File: config.mk
export PLATFORM = sky130hd
export DESIGN_NAME = alu_decode_mdu
export DESIGN_NICKNAME = d
export VERILOG_FILES = /design/src/rtl/alu_decode_pkg.sv /design/src/rtl/mdu_iter.sv /design/src/rtl/alu_decode_mdu.sv
export SDC_FILE = /design/constraint.sdc
export NUM_CORES = 1
export LEC_CHECK = 0
export BUFFER_PORTS_ARGS = -buffer_cell sky130_fd_sc_hd__buf_2
export CORE_AREA = 10 10 194 196
export CTS_BUF_LIST = sky130_fd_sc_hd__clkbuf_4 sky130_fd_sc_hd__clkbuf_8
export DETAILED_ROUTE_END_ITERATION = 10
export DIE_AREA = 0 0 204 206
export PLACE_DENSITY_LB_ADDON = 0.3
export SYNTH_ARGS = -nofsm -noshare
export SYNTH_HDL_FRONTEND = slang
export SYNTH_SLANG_ARGS = --single-unit
File: constraint.sdc
create_clock -name clk -period 7.1 [get_ports clk]
set_input_delay 0.71 -clock clk [delete_from_list [all_inputs] [get_ports clk]]
set_output_delay 0.71 -clock clk [all_outputs]
set_load 0.01 [all_outputs]
File: src/rtl/alu_decode_pkg.sv
// Shared constants for the ALU decoder: control-word encodings, ALUOP classes,
// M-extension selectors and the controller state type.
package alu_decode_pkg;
    localparam logic [3:0] ALU_ADD  = 4'b0000;
    localparam logic [3:0] ALU_SLL  = 4'b0001;
    localparam logic [3:0] ALU_SUB  = 4'b0010;
    localparam logic [3:0] ALU_XOR  = 4'b0100;
    localparam logic [3:0] ALU_SRL  = 4'b0101;
    localparam logic [3:0] ALU_OR   = 4'b0110;
    localparam logic [3:0] ALU_AND  = 4'b0111;
    localparam logic [3:0] ALU_SLTU = 4'b1001;
    localparam logic [3:0] ALU_SLT  = 4'b1011;
    localparam logic [3:0] ALU_SRA  = 4'b1101;
    localparam logic [3:0] ALU_MDU  = 4'b1111;

    localparam logic [1:0] ALUOP_LS  = 2'b00;
    localparam logic [1:0] ALUOP_BR  = 2'b01;
    localparam logic [1:0] ALUOP_RI  = 2'b10;
    localparam logic [1:0] ALUOP_RSV = 2'b11;

    localparam logic [6:0] F7_MEXT = 7'b0000001;

    localparam logic [2:0] M_MUL    = 3'b000;
    localparam logic [2:0] M_MULH   = 3'b001;
    localparam logic [2:0] M_MULHSU = 3'b010;
    localparam logic [2:0] M_MULHU  = 3'b011;
    localparam logic [2:0] M_DIV    = 3'b100;
    localparam logic [2:0] M_DIVU   = 3'b101;
    localparam logic [2:0] M_REM    = 3'b110;
    localparam logic [2:0] M_REMU   = 3'b111;

    typedef enum logic [1:0] {S_IDLE, S_CALC, S_DONE} state_t;
endpackage

File: src/rtl/mdu_iter.sv
// Iterative multiply/divide: one bit per cycle on operand magnitudes, signs
// restored when the last iteration retires.
module mdu_iter import alu_decode_pkg::*; #(
    parameter int XLEN = 32
) (
    input  logic            clk,
    input  logic            rst_n,
    input  logic            start,
    input  logic [2:0]      op,
    input  logic [XLEN-1:0] a,
    input  logic [XLEN-1:0] b,
    output logic            done,
    output logic [XLEN-1:0] result
);
    localparam int CW = $clog2(XLEN) + 1;

    logic [CW-1:0]   cnt;
    logic [2:0]      op_q;
    logic [XLEN-1:0] hi, lo, dv, a_raw;
    logic            neg_a, neg_b, b_zero;

    logic            sa, sb, na, nb;
    logic [XLEN-1:0] aa, bb, nhi, nlo, q, r, fix;
    logic [XLEN:0]   msum, dshift, dsub;
    logic [2*XLEN-1:0] prod;

    always_comb begin
        sa = (op == M_MULH) || (op == M_MULHSU) || (op == M_DIV) || (op == M_REM);
        sb = (op == M_MULH) || (op == M_DIV) || (op == M_REM);
        na = sa & a[XLEN-1];
        nb = sb & b[XLEN-1];
        aa = na ? -a : a;
        bb = nb ? -b : b;
    end

    // hi:lo is the product accumulator for multiply, remainder:quotient for divide
    always_comb begin
        msum   = {1'b0, hi} + (lo[0] ? {1'b0, dv} : '0);
        dshift = {hi, lo[XLEN-1]};
        dsub   = dshift - {1'b0, dv};
        if (op_q[2]) begin
            if (!dsub[XLEN]) begin
                nhi = dsub[XLEN-1:0];
                nlo = {lo[XLEN-2:0], 1'b1};
            end else begin
                nhi = dshift[XLEN-1:0];
                nlo = {lo[XLEN-2:0], 1'b0};
            end
        end else begin
            nhi = msum[XLEN:1];
            nlo = {msum[0], lo[XLEN-1:1]};
        end
    end

    always_comb begin
        prod = {nhi, nlo};
        q    = nlo;
        r    = nhi;
        if (neg_a ^ neg_b) begin
            prod = -prod;
            q    = -q;
        end
        if (neg_a) r = -r;
        if (b_zero) begin
            q = '1;
            r = a_raw;
        end
        case (op_q)
            M_MUL:                      fix = prod[XLEN-1:0];
            M_MULH, M_MULHSU, M_MULHU:  fix = prod[2*XLEN-1:XLEN];
            M_DIV, M_DIVU:              fix = q;
            default:                    fix = r;
        endcase
    end

    assign done = (cnt == CW'(1));

    always_ff @(posedge clk) begin
        if (!rst_n) begin
            cnt    <= '0;
            op_q   <= '0;
            hi     <= '0;
            lo     <= '0;
            dv     <= '0;
            a_raw  <= '0;
            neg_a  <= 1'b0;
            neg_b  <= 1'b0;
            b_zero <= 1'b0;
            result <= '0;
        end else if (start) begin
            cnt    <= CW'(XLEN);
            op_q   <= op;
            hi     <= '0;
            lo     <= op[2] ? aa : bb;
            dv     <= op[2] ? bb : aa;
            a_raw  <= a;
            neg_a  <= na;
            neg_b  <= nb;
            b_zero <= (b == '0);
        end else if (cnt != '0) begin
            hi  <= nhi;
            lo  <= nlo;
            cnt <= cnt - CW'(1);
            if (done) result <= fix;
        end
    end
endmodule

File: src/rtl/alu_decode_mdu.sv
// ALU control decoder with handshaked output registers; M-extension ops are
// routed through the iterative MDU while the pipeline stalls.
module alu_decode_mdu import alu_decode_pkg::*; #(
    parameter int XLEN = 32
) (
    input  logic            clk,
    input  logic            rst_n,
    input  logic            in_valid,
    output logic            in_ready,
    input  logic [1:0]      ALUOP,
    input  logic [2:0]      funct3,
    input  logic [6:0]      funct7,
    input  logic            op5,
    input  logic [XLEN-1:0] src_a,
    input  logic [XLEN-1:0] src_b,
    output logic            out_valid,
    input  logic            out_ready,
    output logic [3:0]      alu_control,
    output logic [XLEN-1:0] mdu_result
);
    state_t          state, state_nx;
    logic [3:0]      dec_ctrl, ctrl_q;
    logic            dec_m, m_q, accept, mdu_done;
    logic [XLEN-1:0] mdu_res;

    always_comb begin
        dec_ctrl = ALU_ADD;
        dec_m    = 1'b0;
        case (ALUOP)
            ALUOP_BR: begin
                case (funct3[2:1])
                    2'b00:   dec_ctrl = ALU_SUB;
                    2'b10:   dec_ctrl = ALU_SLT;
                    2'b11:   dec_ctrl = ALU_SLTU;
                    default: dec_ctrl = ALU_ADD;
                endcase
            end
            ALUOP_RI: begin
                if (op5 && funct7 == F7_MEXT) begin
                    dec_ctrl = ALU_MDU;
                    dec_m    = 1'b1;
                end else begin
                    case (funct3)
                        3'b000:  dec_ctrl = (op5 && funct7[5]) ? ALU_SUB : ALU_ADD;
                        3'b001:  dec_ctrl = ALU_SLL;
                        3'b010:  dec_ctrl = ALU_SLT;
                        3'b011:  dec_ctrl = ALU_SLTU;
                        3'b100:  dec_ctrl = ALU_XOR;
                        3'b101:  dec_ctrl = funct7[5] ? ALU_SRA : ALU_SRL;
                        3'b110:  dec_ctrl = ALU_OR;
                        default: dec_ctrl = ALU_AND;
                    endcase
                end
            end
            default: dec_ctrl = ALU_ADD;
        endcase
    end

    assign in_ready = (state == S_IDLE);
    assign accept   = in_ready && in_valid;

    mdu_iter #(.XLEN(XLEN)) u_mdu (
        .clk    (clk),
        .rst_n  (rst_n),
        .start  (accept && dec_m),
        .op     (funct3),
        .a      (src_a),
        .b      (src_b),
        .done   (mdu_done),
        .result (mdu_res)
    );

    always_comb begin
        state_nx = state;
        case (state)
            S_IDLE:  if (in_valid) state_nx = dec_m ? S_CALC : S_DONE;
            S_CALC:  if (mdu_done) state_nx = S_DONE;
            S_DONE:  if (out_valid && out_ready) state_nx = S_IDLE;
            default: state_nx = S_IDLE;
        endcase
    end

    // Outputs load on the first DONE cycle and hold until the consumer takes them
    always_ff @(posedge clk) begin
        if (!rst_n) begin
            state       <= S_IDLE;
            ctrl_q      <= ALU_ADD;
            m_q         <= 1'b0;
            out_valid   <= 1'b0;
            alu_control <= ALU_ADD;
            mdu_result  <= '0;
        end else begin
            state <= state_nx;
            if (accept) begin
                ctrl_q <= dec_ctrl;
                m_q    <= dec_m;
            end
            if (state == S_DONE && !out_valid) begin
                out_valid   <= 1'b1;
                alu_control <= ctrl_q;
                mdu_result  <= m_q ? mdu_res : '0;
            end else if (out_valid && out_ready) begin
                out_valid <= 1'b0;
            end
        end
    end
endmodule

# After elaboration in Yosys (flattened, before gate mapping)
# Index checks and enable logic that the tools add are counted.
# word_totals
regBits,216
input_bits,81
word_cells,112
# classes
n_addsub,8
eq_ne,22
mux,35
bitwise,5
reduce_logical,25
# ops
cell,count
$mux W32,15
$neg A32 Y32,4
$pmux W32 S3,1
$mux W64,1
$neg A64 Y64,1
$add A32 B33 Y33,1
$sub A33 B32 Y33,1
$logic_not A32 Y1,1
$pmux W4 S7,1
$eq A3 B3 Y1 const B,5
$eq A3 B2 Y1 const B,4
$mux W6,2
$pmux W4 S3,1
$mux W2,5
$eq A2 B2 Y1 const B,4
$mux W4,2
$pmux W4 S2,1
$eq A7 B1 Y1 const B,1
$eq A3 B1 Y1 const B,2
$eq A6 B1 Y1 const B,1
$logic_and A1 B1 Y1,6
$logic_not A3 Y1,2
$ne A2 B2 Y1 const B,3
$pmux W2 S3,1
other kinds (14),29

# Logic depth before layout (Yosys ltp)
# logic_depth
depth_word,8
mapped_depth,27
depth_no_buf,24

# Cells and area by module
# From an unflattened synthesis, not the netlist that was laid out.
# unflattened
cells_unflattened,2568
area_unflattened_um2,18761.7
# modules_own_cells
mod,instances,cells_each,area_each_um2
mdu_iter,1,2349,16908.7
alu_decode_mdu,1,219,1853.0

# Worst setup path after synthesis
# OpenSTA, ideal clock, no wires.
# synth_path
kind,reg-to-reg
start,register u_mdu.lo[31]
end,register u_mdu.result[10]
arrival_time_ps,5665
setup_slack_ps,1303
path_stages_with_launch,27
n_path_buf,2
cell_sequence,dfxtp_1 > inv_1 > ha_1 > fa_1 > nand2b_1 > a21o_1 > a311o_4 > o21ai_4 > a22oi_2 > nand2_1 > clkbuf_1 > nor2_1 > a21oi_1 > ha_1 > o211ai_1 > nor4_1 > nor2b_1 > and2_1 > clkbuf_1 > nand2_1 > nor4_1 > nand2_1 > or4_1 > nand2_1 > xnor2_1 > a221oi_1 > a21oi_1
# synth_between
elab_chain_len,7
elab_cells_between_ends,14
# synth_lines
element,line_no,source
start: declaration,mdu_iter.sv:19,"logic [XLEN-1:0] hi, lo, dv, a_raw;"
start signal: assignment,mdu_iter.sv:94,lo <= op[2] ? aa : bb;
start signal: assignment,mdu_iter.sv:102,lo <= nlo;
$sub A33 B32 Y33,mdu_iter.sv:40,"dsub = dshift - {1'b0, dv};"
$mux W32 / $mux W1 (equally long branches),mdu_iter.sv:42,if (!dsub[XLEN]) begin
$mux W32,mdu_iter.sv:41,if (op_q[2]) begin
$neg A32 Y32 (on tied branches),"mdu_iter.sv:63, mdu_iter.sv:61",
$mux W32 (on tied branches),"mdu_iter.sv:63, mdu_iter.sv:59",
$mux W32,mdu_iter.sv:64,if (b_zero) begin
$pmux W32 S3 *,mdu_iter.sv:68,case (op_q)
end signal: assignment,mdu_iter.sv:104,if (done) result <= fix;
end: declaration,mdu_iter.sv:13,output logic [XLEN-1:0] result
# Every way passes the cells marked *; elsewhere a longest branch is shown, timed or not.
# A chain may end at the register's enable or synchronous reset.

# Worst setup path in the final report
# Ends and elaborated chain as after synthesis.

==> out/metrics.csv <==
stage;metric;value;unit
status;status;completed;
power;VDD IR max;0.3394;mV
sta;Max Clk Rate;166.8;MHz
sta;Slew Limit Fails;0;
min_path;min-delay worst type;primary input to flop;
routing;Vias/cell;6.587;
die;Die Y;206;um
power;overall power;8.572;mW
yosys;Ys Warns;0;
placed_design;# port buffers;118;
power;Pint;4.098;mW
yosys;Yosys reg bits;216;
critical_path;sum of buffers and inverters on the critical path;2;
global_routing;Tot GR Track Use;34.03;%
clock_network;Root Buffer;clkbuf_8;
placed_design;placed cells;3058;
routing;WL final;73940;um
routing;drt drc;0;
final_layout;share of cells above drive strength 1;10.68;%
global_routing;initial antenna violation count;2;
final_layout;design area;20110;sq um
final_layout;Diodes inserted;0;
routing;Wirelength per Cell;23.59;um
critical_path;startpoint types;flop;
sta;Worst-Margin Slew;1.336;ns
yosys;Synth Area in Compound Gates;30.09;%
clock_network;later-pin clock latency in the skew report;0.63;ns
power;combinational share of power;64.0;%
yosys;main combinational cell family by area after synthesis;compound AO/OA/AOI/OAI gates;
yosys;syn avg cell area;6.992;sq um
critical_path;Crit path top cell by count;nand2_1;
global_routing;vias in the first global route;19260;
yosys;simple-gate share of the synthesized area;24.66;%
clock_network;clk slew on worst S/H paths;0.06;ns
yosys;Post-Synthesis Cell Area;18340;sq um
clock_network;cts bufs inserted;42;
yosys;asr flop ratio synth;0;%
sta;Setup TNS;0;ns
die;Initial Util;54.02;%
placed_design;Final GP Congestion;1.086;
final_layout;Nets;2803;
final_layout;post-route non-filler standard cell count;3134;
critical_path;Crit Path Class;flop to flop;
yosys;adder-cell area share of the yosys netlist;5.199;%
yosys;number of synthesized flops with an enable pin;0;
critical_path;crit end category;flop;
critical_path;slowest cell delay on critical path;0.49;ns
yosys;Post-Synth XOR/XNOR Area;8.357;%
final_layout;P&R area growth vs syn;9.640;%
sta;Rel. slew slack;9.994;%
die;row count;68;
power;register share of total power;19.0;%
clock_network;clk buf depth;3;
yosys;Synth Instances;2623;
critical_path;critical path peak fanout;7;
final_layout;Finished Core Util;59.23;%
sta;setup ws final;1.104;ns
sta;Tcrit/Tclk final;84.45;%
critical_path;CP required;7.57;ns
clock_network;Resized cells post-CTS;0;
sta;Tmin final;5.996;ns
global_routing;GRT Residual Overflow;0;
yosys;multiplexer share of the synthesized area;2.886;%
die;count of boundary I/O pins;119;
clock_network;Sink Count;216;
global_routing;pin count of the biggest net entering global routing;100;
routing;vias;20650;
clock_network;Hold-fix buffers, CTS;0;
critical_path;Worst Path Arrival;6.47;ns
yosys;Most used DFF post-synth;dfxtp_1;
global_routing;global-route wire length before repair;112300;um
job;Maximum Capacitance Violations;0;
clock_network;H-tree Lvls;2;
power;Pleak;7.858;nW
yosys;Synth cell types;92;
placed_design;dpl cell area;19130;sq um
routing;first-pass detailed-route iteration total;7;
yosys;Syn Nets;2779;
sta;RSZ-0062 raised after global routing;no;
clock_network;CTS tree;yes;
placed_design;Post-DP HPWL;56420;um
sta;Final setup viols;0;
power;NetSw;4.474;mW
die;Chip Width;204;um
sta;final hold slack;0.3676;ns
power;Sw Ratio;52.19;%
die;die area;42020;sq um
power;power per cell area;426.3;nW/um^2
clock_network;# Post-CTS Setup Buffers;0;
sta;clock skew;0.02510;ns
sta;final count of hold timing violations;0;
critical_path;family with the most delay on the worst path;simple AND/OR/NAND/NOR gates;
routing;Post-DRT Antenna Nets;0;
power;Clock power frac;16.9;%
routing;initial DRC count;2991;
yosys;Seq/Total Area, Yosys;23.58;%
die;core footprint;33950;sq um
critical_path;slowest CP cell;nor4_1;
placed_design;Place WS;1.209;ns
final timing paths:
check / start / to / slack [ns] / cells past startpoint
max: u_mdu.lo[31] / u_mdu.result[10] / 1.10 / 25
min: src_a[1] / u_mdu.a_raw[1] / 0.37 / 3
max reg2reg: u_mdu.lo[31] / u_mdu.result[10] / 1.10 / 25
min reg2reg: mdu_result[31] / mdu_result[31] / 0.45 / 2
worst min-delay path, delay by kind of cell:
kind                   cells  cell delay (ns)
AOI/OAI and AO/OA          1             0.05
buffers and inverters      1             0.12
and+or+nand+nor            1             0.06
Yosys cell counts, drive strengths merged (31+ instances only):
| cell type | number | area [sq um] |
|---|---|---|
| o21ai | 182 | 922.1 |
| and2 | 48 | 300.3 |
| mux2i | 45 | 450.4 |
| nor3 | 76 | 380.4 |
| clkbuf | 144 | 541.8 |
| a31oi | 31 | 193.9 |
| a211oi | 85 | 643.1 |
| a21oi | 338 | 1707 |
| o211ai | 53 | 397.9 |
| ha | 73 | 913.4 |
| xor2 | 74 | 648.1 |
| dfxtp | 216 | 4324 |
| nand2 | 354 | 1329 |
| xnor2 | 101 | 884.6 |
| buf | 34 | 167.7 |
| inv | 67 | 251.5 |
| nor2 | 266 | 998.5 |
| nand3 | 59 | 295.3 |
metal layers:
layer  track usage [%]  share of wire (%)
met1             41.79                 38
met5                 0              0.042
met4             19.76                6.3
met3             8.966                 12
met2             53.03                 43
cells in the final DEF (no fill, tap or decap), types with 54 or more instances in the layout:
master	n
nand2_1	352
a21oi_1	336
nor2_1	265
dfxtp_1	215
o21ai_0	169
buf_2	118
xnor2_1	100
a211oi_1	84
nor3_1	75
xor2_1	73
ha_1	73
inv_1	64
nand3_1	59
clkbuf_8	54
state kept, by name, summed over array words and instances, names as in the netlist:
name          flops
alu_control       4
u_mdu.op_q        3
u_mdu.neg_a       1
u_mdu.result     32
ctrl_q            4
u_mdu.dv         32
u_mdu.hi         32
state             2
u_mdu.neg_b       1
u_mdu.lo         32
mdu_result       32
out_valid         1
u_mdu.cnt         6
u_mdu.a_raw      32
m_q               1
u_mdu.b_zero      1
final cells by class:
class / count / area [sq um]
fill: 3269 / 13840
multi-input combinational: 2162 / 13090
sequential: 216 / 4328
timing repair buffer: 158 / 890.9
clock buffer: 64 / 818.3
tap: 455 / 569.3
inverter: 67 / 254.0
clock inverter: 12 / 157.7
cells by family after synthesis:
kind of cell,Yosys count
simple gates,976
compound gates,884
buf+inv,245
flops,216
xor+xnor,175
fa+ha+maj,75
mux,52
power groups by stage:
stage | clock network, mW | logic, mW | registers, mW
2_1_floorplan | 0 | 3.76 | 1.56
3_3_place_gp | 0 | 5.20 | 1.63
3_5_place_dp | 0 | 5.26 | 1.64
4_1_cts | 1.46 | 5.29 | 1.62
5_1_grt | 1.52 | 5.90 | 1.65
6_report | 1.45 | 5.49 | 1.63
(Power assumes the default switching activity.)
